===== src/rtl/lsu_axil_pkg.sv =====
// Shared types and constants for the LSU-to-AXI4-Lite bridge.
// Response codes, FSM encoding and the default protection attribute.
package lsu_axil_pkg;

    typedef enum logic [1:0] {
        OKAY   = 2'b00,
        EXOKAY = 2'b01,
        SLVERR = 2'b10,
        DECERR = 2'b11
    } axil_resp_t;

    typedef enum logic [2:0] {
        IDLE    = 3'd0,
        WR_REQ  = 3'd1,
        WR_RESP = 3'd2,
        RD_REQ  = 3'd3,
        RD_RESP = 3'd4,
        DONE    = 3'd5
    } lsu_axil_state_t;

    localparam logic [2:0] AXIL_PROT_DEFAULT = 3'b000;

    function automatic logic resp_is_err(input axil_resp_t r);
        return r != OKAY;
    endfunction

endpackage


===== src/rtl/lsu_axil_bridge.sv =====
// Serializing AXI4-Lite master for LSU accesses outside the DMEM window.
// One request is captured, one AXI transaction runs, one completion pulses.
module lsu_axil_bridge
    import lsu_axil_pkg::*;
#(
    parameter logic [31:0] ERR_RDATA = 32'hDEAD_BEEF
) (
    input  logic        clk,
    input  logic        nrst,
    input  logic        rready_lsu,
    output logic        rvalid_lsu,
    input  logic        wvalid_lsu,
    output logic        wready_lsu,
    input  logic [3:0]  strb_lsu,
    input  logic [31:0] addr_lsu,
    input  logic [31:0] data_lsu_i,
    output logic [31:0] data_lsu_o,
    output logic        err_lsu,
    output logic [31:0] awaddr,
    output logic [2:0]  awprot,
    output logic        awvalid,
    input  logic        awready,
    output logic [31:0] wdata,
    output logic [3:0]  wstrb,
    output logic        wvalid,
    input  logic        wready,
    input  logic [1:0]  bresp,
    input  logic        bvalid,
    output logic        bready,
    output logic [31:0] araddr,
    output logic [2:0]  arprot,
    output logic        arvalid,
    input  logic        arready,
    input  logic [31:0] rdata,
    input  logic [1:0]  rresp,
    input  logic        rvalid,
    output logic        rready
);

    lsu_axil_state_t state_q, state_d;

    logic [31:0] addr_q;
    logic [31:0] wdata_q;
    logic [3:0]  strb_q;
    logic [31:0] rdata_q;
    axil_resp_t  resp_q;
    logic        is_wr_q;
    logic        aw_done_q;
    logic        w_done_q;

    logic aw_hs;
    logic w_hs;
    logic aw_ok;
    logic w_ok;

    assign aw_hs = awvalid && awready;
    assign w_hs  = wvalid && wready;
    assign aw_ok = aw_done_q || aw_hs;
    assign w_ok  = w_done_q || w_hs;

    // Payload comes only from captured registers so it is stable under VALID.
    assign awaddr = addr_q;
    assign araddr = addr_q;
    assign wdata  = wdata_q;
    assign wstrb  = strb_q;
    assign awprot = AXIL_PROT_DEFAULT;
    assign arprot = AXIL_PROT_DEFAULT;

    always_ff @(posedge clk or negedge nrst) begin
        if (!nrst) begin
            state_q <= IDLE;
        end else begin
            state_q <= state_d;
        end
    end

    always_ff @(posedge clk or negedge nrst) begin
        if (!nrst) begin
            addr_q    <= '0;
            wdata_q   <= '0;
            strb_q    <= '0;
            rdata_q   <= '0;
            resp_q    <= OKAY;
            is_wr_q   <= 1'b0;
            aw_done_q <= 1'b0;
            w_done_q  <= 1'b0;
        end else begin
            unique case (state_q)
                IDLE: begin
                    aw_done_q <= 1'b0;
                    w_done_q  <= 1'b0;
                    if (wvalid_lsu) begin
                        addr_q  <= addr_lsu;
                        wdata_q <= data_lsu_i;
                        strb_q  <= strb_lsu;
                        is_wr_q <= 1'b1;
                    end else if (rready_lsu) begin
                        addr_q  <= addr_lsu;
                        is_wr_q <= 1'b0;
                    end
                end
                WR_REQ: begin
                    if (aw_hs) aw_done_q <= 1'b1;
                    if (w_hs)  w_done_q  <= 1'b1;
                end
                WR_RESP: begin
                    if (bvalid) resp_q <= axil_resp_t'(bresp);
                end
                RD_RESP: begin
                    if (rvalid) begin
                        rdata_q <= rdata;
                        resp_q  <= axil_resp_t'(rresp);
                    end
                end
                default: ;
            endcase
        end
    end

    always_comb begin
        state_d = state_q;
        unique case (state_q)
            IDLE: begin
                unique case (1'b1)
                    wvalid_lsu:                state_d = WR_REQ;
                    !wvalid_lsu && rready_lsu: state_d = RD_REQ;
                    default:                   state_d = IDLE;
                endcase
            end
            WR_REQ:  if (aw_ok && w_ok) state_d = WR_RESP;
            WR_RESP: if (bvalid)        state_d = DONE;
            RD_REQ:  if (arready)       state_d = RD_RESP;
            RD_RESP: if (rvalid)        state_d = DONE;
            DONE:                       state_d = IDLE;
            default:                    state_d = IDLE;
        endcase
    end

    always_comb begin
        awvalid    = 1'b0;
        wvalid     = 1'b0;
        bready     = 1'b0;
        arvalid    = 1'b0;
        rready     = 1'b0;
        rvalid_lsu = 1'b0;
        wready_lsu = 1'b0;
        err_lsu    = 1'b0;
        data_lsu_o = '0;
        unique case (state_q)
            WR_REQ: begin
                awvalid = !aw_done_q;
                wvalid  = !w_done_q;
            end
            WR_RESP: bready  = 1'b1;
            RD_REQ:  arvalid = 1'b1;
            RD_RESP: rready  = 1'b1;
            DONE: begin
                wready_lsu = is_wr_q;
                rvalid_lsu = !is_wr_q;
                err_lsu    = resp_is_err(resp_q);
                if (!is_wr_q) begin
                    data_lsu_o = resp_is_err(resp_q) ? ERR_RDATA : rdata_q;
                end
            end
            default: ;
        endcase
    end

endmodule

===== config.mk =====
export PLATFORM = sky130hd
export DESIGN_NAME = lsu_axil_bridge
export DESIGN_NICKNAME = d
export VERILOG_FILES = /design/src/rtl/lsu_axil_pkg.sv /design/src/rtl/lsu_axil_bridge.sv
export SDC_FILE = /design/constraint.sdc
export NUM_CORES = 1
export LEC_CHECK = 0
export BUFFER_PORTS_ARGS = -buffer_cell sky130_fd_sc_hd__clkbuf_2
export CORE_AREA = 2 2 121 123
export DETAILED_ROUTE_END_ITERATION = 10
export DIE_AREA = 0 0 123 125
export GPL_TIMING_DRIVEN = 0
export SYNTH_ARGS = -nofsm -noshare
export SYNTH_HDL_FRONTEND = slang
export SYNTH_SLANG_ARGS = --single-unit

===== constraint.sdc =====
create_clock -name clk -period 1.7 [get_ports clk]
set_input_delay 0.255 -clock clk [delete_from_list [all_inputs] [get_ports clk]]
set_output_delay 0.255 -clock clk [all_outputs]
set_load 0.01 [all_outputs]

==> out/summary.txt, run 1 <==
IO Pins: 259
first-pass GRT wire length: 19.77 mm
Crit-path slowest cell: dfrtp_1
H-Tree Depth: 3
#FFs+latches synth: 108
Die ar.: 15,380 µm²
Required @ worst endpoint: 1.93 ns
final worst slack: -0.2333 ns
Final Setup Violations: 107
Setup CP Type: reg2reg
clock sinks: 108
fmax: 517.2 MHz
Hold-fix buffers, CTS: 0
max-cap violations: 0
top-area cell type share of the netlist area: 55.67%
crit share post-route: 113.7%
Clock transition at path regs: 0.07 ns
Syn. warnings: 0
Static Leak: 3.946 nW
Synth Flop Type: dfrtp_1
RSZ-0062 raised after global routing: true
Seq/Total Area, Yosys: 55.67%
Commonest cells post-synth: dfrtp_1 (108), mux2_2 (73), buf_4 (42)
WL per Instance: 15.34 µm
Ant. Diodes: 0
Slew Limit Fails: 0
crit path cell chain: buf_4 > buf_6 > nor3_4 > and2_4 > buf_8 > buf_12 > buf_12 > buf_12 > mux2_4
Syn-to-layout area delta: 55.98%
area of the core: 14,200 µm²
root buffer cell: clkbuf_16
worst relative slew slack: 40.21%
CP Launch Type: flop
area leader, netlist: dfrtp_1
DRC: 0
final net count: 774
Worst R2R Start: state_q[1]
worst hold path class: in2async
Async SR Flop Fraction: 100.0%
Avg Inst Size Synth: 13.95 µm²
Largest stage delay, worst path: 0.42 ns
routed via count: 3,833
DRT antenna net count: 0
number of enable flip-flop cells after synthesis: 0
TritonRoute pass-1 iters: 4
Arr. time, crit path: 2.16 ns
Final Hold Viols: 14
R2R depth: 9
Total Routed Length: 13.04 mm
fin cells: 850
critical path's most frequent cell: buf_12
row cnt: 44
Hold WS: -0.04339 ns
synth top area cells: dfrtp_1 (56%), mux2_2 (17%), mux2_1 (7.2%), buf_4 (6.5%), o21a_1 (3.9%)
failing checks: negative hold slack, negative setup slack
terminus of the critical flop-to-flop path: wdata[28]
vias in the first global route: 4,031
Die X: 123 µm
drt initial violations: 127
top-count cell post-synth: dfrtp_1
pin count of the biggest net entering global routing: 109
Clock Skew: 0.003616 ns
die height: 125 µm
largest fanout on the critical path: 6
antenna violations before repair: 0
Final Util: 53.31%
CTS Buffer Depth: 2
Critical Path End Type: flop
Tot Pwr: 14.19 mW
status: finished with violations
Port Buffers: 252
Slew @ Worst Pin: 0.8968 ns
Gate Count Post-Synth: 348
Skew-Pair Late Insertion Delay: 0.35 ns
Cells after DPL: 789
layout cells sized above 1: 73.27%
PD cells: 1874 nW/µm²
RePlAce Congestion: 0.7477
Reg2Reg Setup Slack: -0.23 ns
fillers: 1,226
Num CTS Buffers: 9
initial cell density of the core: 34.18%
mapped cell area: 4855 µm²
clock period minus worst slack: 1.933 ns
All-Layer GR Usage: 16.31%
Max VDD drop: 0.001045 V
Unique masters post-synth: 34
GR Overflow Total: 0
CTS tree: done
Via density: 4.509
Final HPWL DP: 8.807 mm
-- worst max-delay path, delay by kind of cell, from the launching register on --
kind | cells | cell delay, ns
buffers and inverters | 6 | 0.69
multiplexers | 1 | 0.30
AND/OR/NAND/NOR | 2 | 0.39
flip-flops | 1 | 0.42
-- flip-flops by register name, indices dropped and copies added, names as in the netlist, 2 cells and up --
signal / flops
araddr: 32
wstrb: 4
resp_q: 2
wdata: 32
state_q: 3
rdata_q: 32
-- worst max-delay path by stage --
stage,startpoint,end,slack (ns),depth (start not counted)
global placement,nrst,wdata[27],-1.13,1
finish,state_q[1],wdata[28],-0.23,9
CTS,state_q[1],data_lsu_o[24],-0.30,7
detailed placement,state_q[0],data_lsu_o[29],-0.11,6
floorplan,state_q[0],resp_q[0],0.07,4
global route,state_q[1],data_lsu_o[24],-0.29,6
-- cell type report --
type,instances,area [µm²],area share (%)
timing repair buffer,299,1878,24.80
clock inverter,3,43.79,0.5783
inverter,1,3.754,0.04957
multi-input combinational,186,1917,25.31
tap,184,230.2,3.040
sequential,108,2704,35.71
clock buffer,13,270.3,3.569
buffer,56,525.5,6.940
-- per-stage QoR --
step	area (µm²)	setup TNS [ns]	setup WS, ns
after CTS	7271	-11.73	-0.2979
after detailed placement	6374	-2.216	-0.1111
after global routing	7572	-22.26	-0.2925
final	7572	-17.11	-0.2333
after floorplan	4873	0	0.06588
after global placement	6365	-123.28	-1.133
-- cell usage in the layout, fill, tap and decap left out, drive strengths merged, types with 2 or more instances in the layout --
cell type    n
clkbuf     237
buf        131
dfrtp      108
mux2       104
o21a        26
nor2        11
and3         8
conb         6
a21oi        6
nand3b       3
nand2        3
nand2b       3
nor3         3
a21o         2
nor3b        2
clkinv       2
-- where the power goes --
| part | leakage (nW) | internal (mW) | total (mW) | switching (mW) |
|---|---|---|---|---|
| clock network | 0.156 | 1.26 | 2.19 | 0.922 |
| registers | 1.29 | 3.89 | 4.74 | 0.852 |
| logic | 2.50 | 4.38 | 7.26 | 2.88 |
| total | 3.95 | 9.53 | 14.2 | 4.66 |
-- metal layers --
metal  wire [µm]  part of all wire (%)  global-route usage (%)  up-vias
met5           0                     0                       0        -
met4         240                   1.8                   6.350        0
met3         999                   7.7                   4.380       16
met2        6610                    51                   28.44      150
met1        5185                    40                   18.87     1874
li1            -                     -                       -     1793
-- what timing repair did --
| item | CTS | global route |
|---|---|---|
| endpoints found under the setup margin | 65 | 135 |
| buffers inserted | 23 | 18 |
| pin swaps | 6 | 10 |
| resized for setup | 70 | 72 |
| cloned | 7 | 3 |
-- kinds of logic (layout without fill, tap and decap cells) --
family / Yosys count / in the layout / share of synthesized area [%]
compound gates: 38 / 38 / 5.619
simple gates: 38 / 38 / 4.820
other cells: 1 / 6 / 0.07725
flops: 108 / 108 / 55.67
buf+inv: 59 / 372 / 9.690
mux: 104 / 104 / 24.12
Note: power is estimated with default switching activity, not from simulation.
==> inputs of run 2 (changes only) <==
BUFFER_PORTS_ARGS = -buffer_cell sky130_fd_sc_hd__buf_4   (was -buffer_cell sky130_fd_sc_hd__clkbuf_2)
==> run 2 against run 1 <==
The flow finishes with violations (negative setup slack). Global-route usage rose by 0.64 points. Die area did not move. Sequential cell count did not move. Non-clock buffer count fell by 8. Critical endpoint is now data_lsu_o[29]. Largest cell class is now non-clock buffers. Highest routed layer unchanged.
==> out/summary.txt, run 2 (same netlist as run 1, synthesis figures left out) <==
largest fanout on the critical path: 5
Ant. Diodes: 0
dpl ws: -0.1234 ns
Clock transition at path regs: 0.07 ns
cell family with the largest share of critical-path delay: simple AND/OR/NAND/NOR gates
Static Leak: 3.960 nW
antenna violations before repair: 0
Worst Hold End: wdata[24]
Tot Pwr: 14.61 mW
clock sinks: 108
GR Overflow Total: 0
row cnt: 44
R2R depth: 7
Flop pwr share: 32.3%
vias in the first global route: 3,967
Clk pwr share: 15.8%
worst hold path class: in2reg
routed via count: 3,820
Largest stage delay, worst path: 0.41 ns
pin count of the biggest net entering global routing: 109
Worst path depth: 6
Final Hold Viols: 0
All-Layer GR Usage: 16.95%
fin cells: 842
CTS Buffer Depth: 2
Syn-to-layout area delta: 66.98%
TritonRoute pass-1 iters: 4
Final HPWL DP: 9.294 mm
initial cell density of the core: 34.18%
RePlAce Congestion: 0.7359
placed cell area: 6995 µm²
CTS tree: done
root buffer cell: clkbuf_16
switching pwr: 4.601 mW
PD cells: 1802 nW/µm²
Arr. time, crit path: 1.72 ns
first-pass GRT wire length: 20.31 mm
Slew Limit Fails: 0
most common cell after layout, fill and taps aside: buf_4
Via density: 4.537
die height: 125 µm
area of the core: 14,200 µm²
failing checks: negative setup slack
layout cells sized above 1: 71.58%
Die ar.: 15,380 µm²
Crit-path slowest cell: dfrtp_1
RSZ-0062 raised after global routing: true
Skew-Pair Late Insertion Delay: 0.35 ns
final net count: 766
clock period minus worst slack: 1.974 ns
final worst slack: -0.2738 ns
Final Util: 57.07%
Pint: 10.01 mW
Hold WS: 0.1167 ns
Setup CP Type: reg2out
Switching Share: 31.48%
crit share post-route: 116.1%
Required @ worst endpoint: 1.44 ns
Num CTS Buffers: 9
Worst R2R Start: state_q[1]
Sum Neg Setup Slack: -12.10 ns
Cells after DPL: 789
max-cap violations: 0
Critical Path End Type: output pin
Total Routed Length: 13.34 mm
CP Launch Type: flop
Hold Crit Start: data_lsu_i[24]
Max VDD drop: 0.0009108 V
Reg2Reg Setup Slack: -0.12 ns
Clock Skew: 0.008217 ns
DRC: 0
final instance area: 8107 µm²
worst relative slew slack: 65.07%
WL per Instance: 15.84 µm
Crit path buffers/inverters: 3
hold depth: 2
Port Buffers: 252
commonest non-fill, non-tap cells in the layout: buf_4 (297), dfrtp_1 (107), mux2_2 (73)
Die X: 123 µm
H-Tree Depth: 3
crit path cell chain: nand3b_1 > nor2_4 > buf_12 > buf_8 > and3_4 > buf_6
Slew @ Worst Pin: 0.5239 ns
terminus of the critical flop-to-flop path: araddr[17]
status: finished with violations
Comb pwr share: 51.9%
DRT antenna net count: 0
fmax: 506.6 MHz
Final Setup Violations: 82
drt initial violations: 146
IO Pins: 259
-- run 2: worst max path at each step --
stage	from	end	slack (ns)
2_1_floorplan	state_q[0]	resp_q[0]	0.07
5_1_grt	state_q[1]	data_lsu_o[1]	-0.33
6_report	state_q[1]	data_lsu_o[29]	-0.27
3_5_place_dp	state_q[0]	data_lsu_o[29]	-0.12
4_1_cts	state_q[1]	data_lsu_o[7]	-0.30
3_3_place_gp	state_q[0]	data_lsu_o[17]	-0.07
-- run 2: layout make-up --
class | count | area [µm²]
clock inverter | 5 | 83.83
buffer | 56 | 519.2
clock buffer | 11 | 242.7
timing repair buffer | 291 | 2469
inverter | 1 | 3.754
multi-input combinational | 186 | 1854
sequential | 108 | 2704
tap | 184 | 230.2
fill | 1206 | 6097
-- run 2: timing repair --
item,4_1_cts,5_1_grt
hold buffers,0,1
endpoints found under the hold margin,0,52
cloned,4,6
pin swaps,7,6
endpoints found under the setup margin,65,136
resized for setup,64,26
buffers inserted,22,6
-- run 2: worst register-to-register path, stage by stage, from the launching register on --
cell,delay (ns)
dfrtp_1,0.41
buf_4,0.17
nor3_4,0.17
buf_4,0.13
buf_6,0.09
o21a_4,0.23
clkbuf_16,0.19
mux2_2,0.32
-- run 2: power groups by stage --
stage | Clock [mW] | Sequential [mW] | Combinational (mW)
5_1_grt | 2.48 | 4.93 | 8.08
6_report | 2.30 | 4.73 | 7.58
2_1_floorplan | 0 | 4.96 | 3.16
3_3_place_gp | 0 | 4.68 | 6.26
4_1_cts | 2.38 | 4.72 | 7.29
3_5_place_dp | 0 | 4.72 | 6.36
-- run 2: layer usage --
layer  up-vias  track usage, %  wire [µm]
met3        17           4.745       1088
met2       155           29.05       6716
met4         0           6.952        281
met1      1862           19.78       5252
li1       1786               -          -
met5         -               0          0
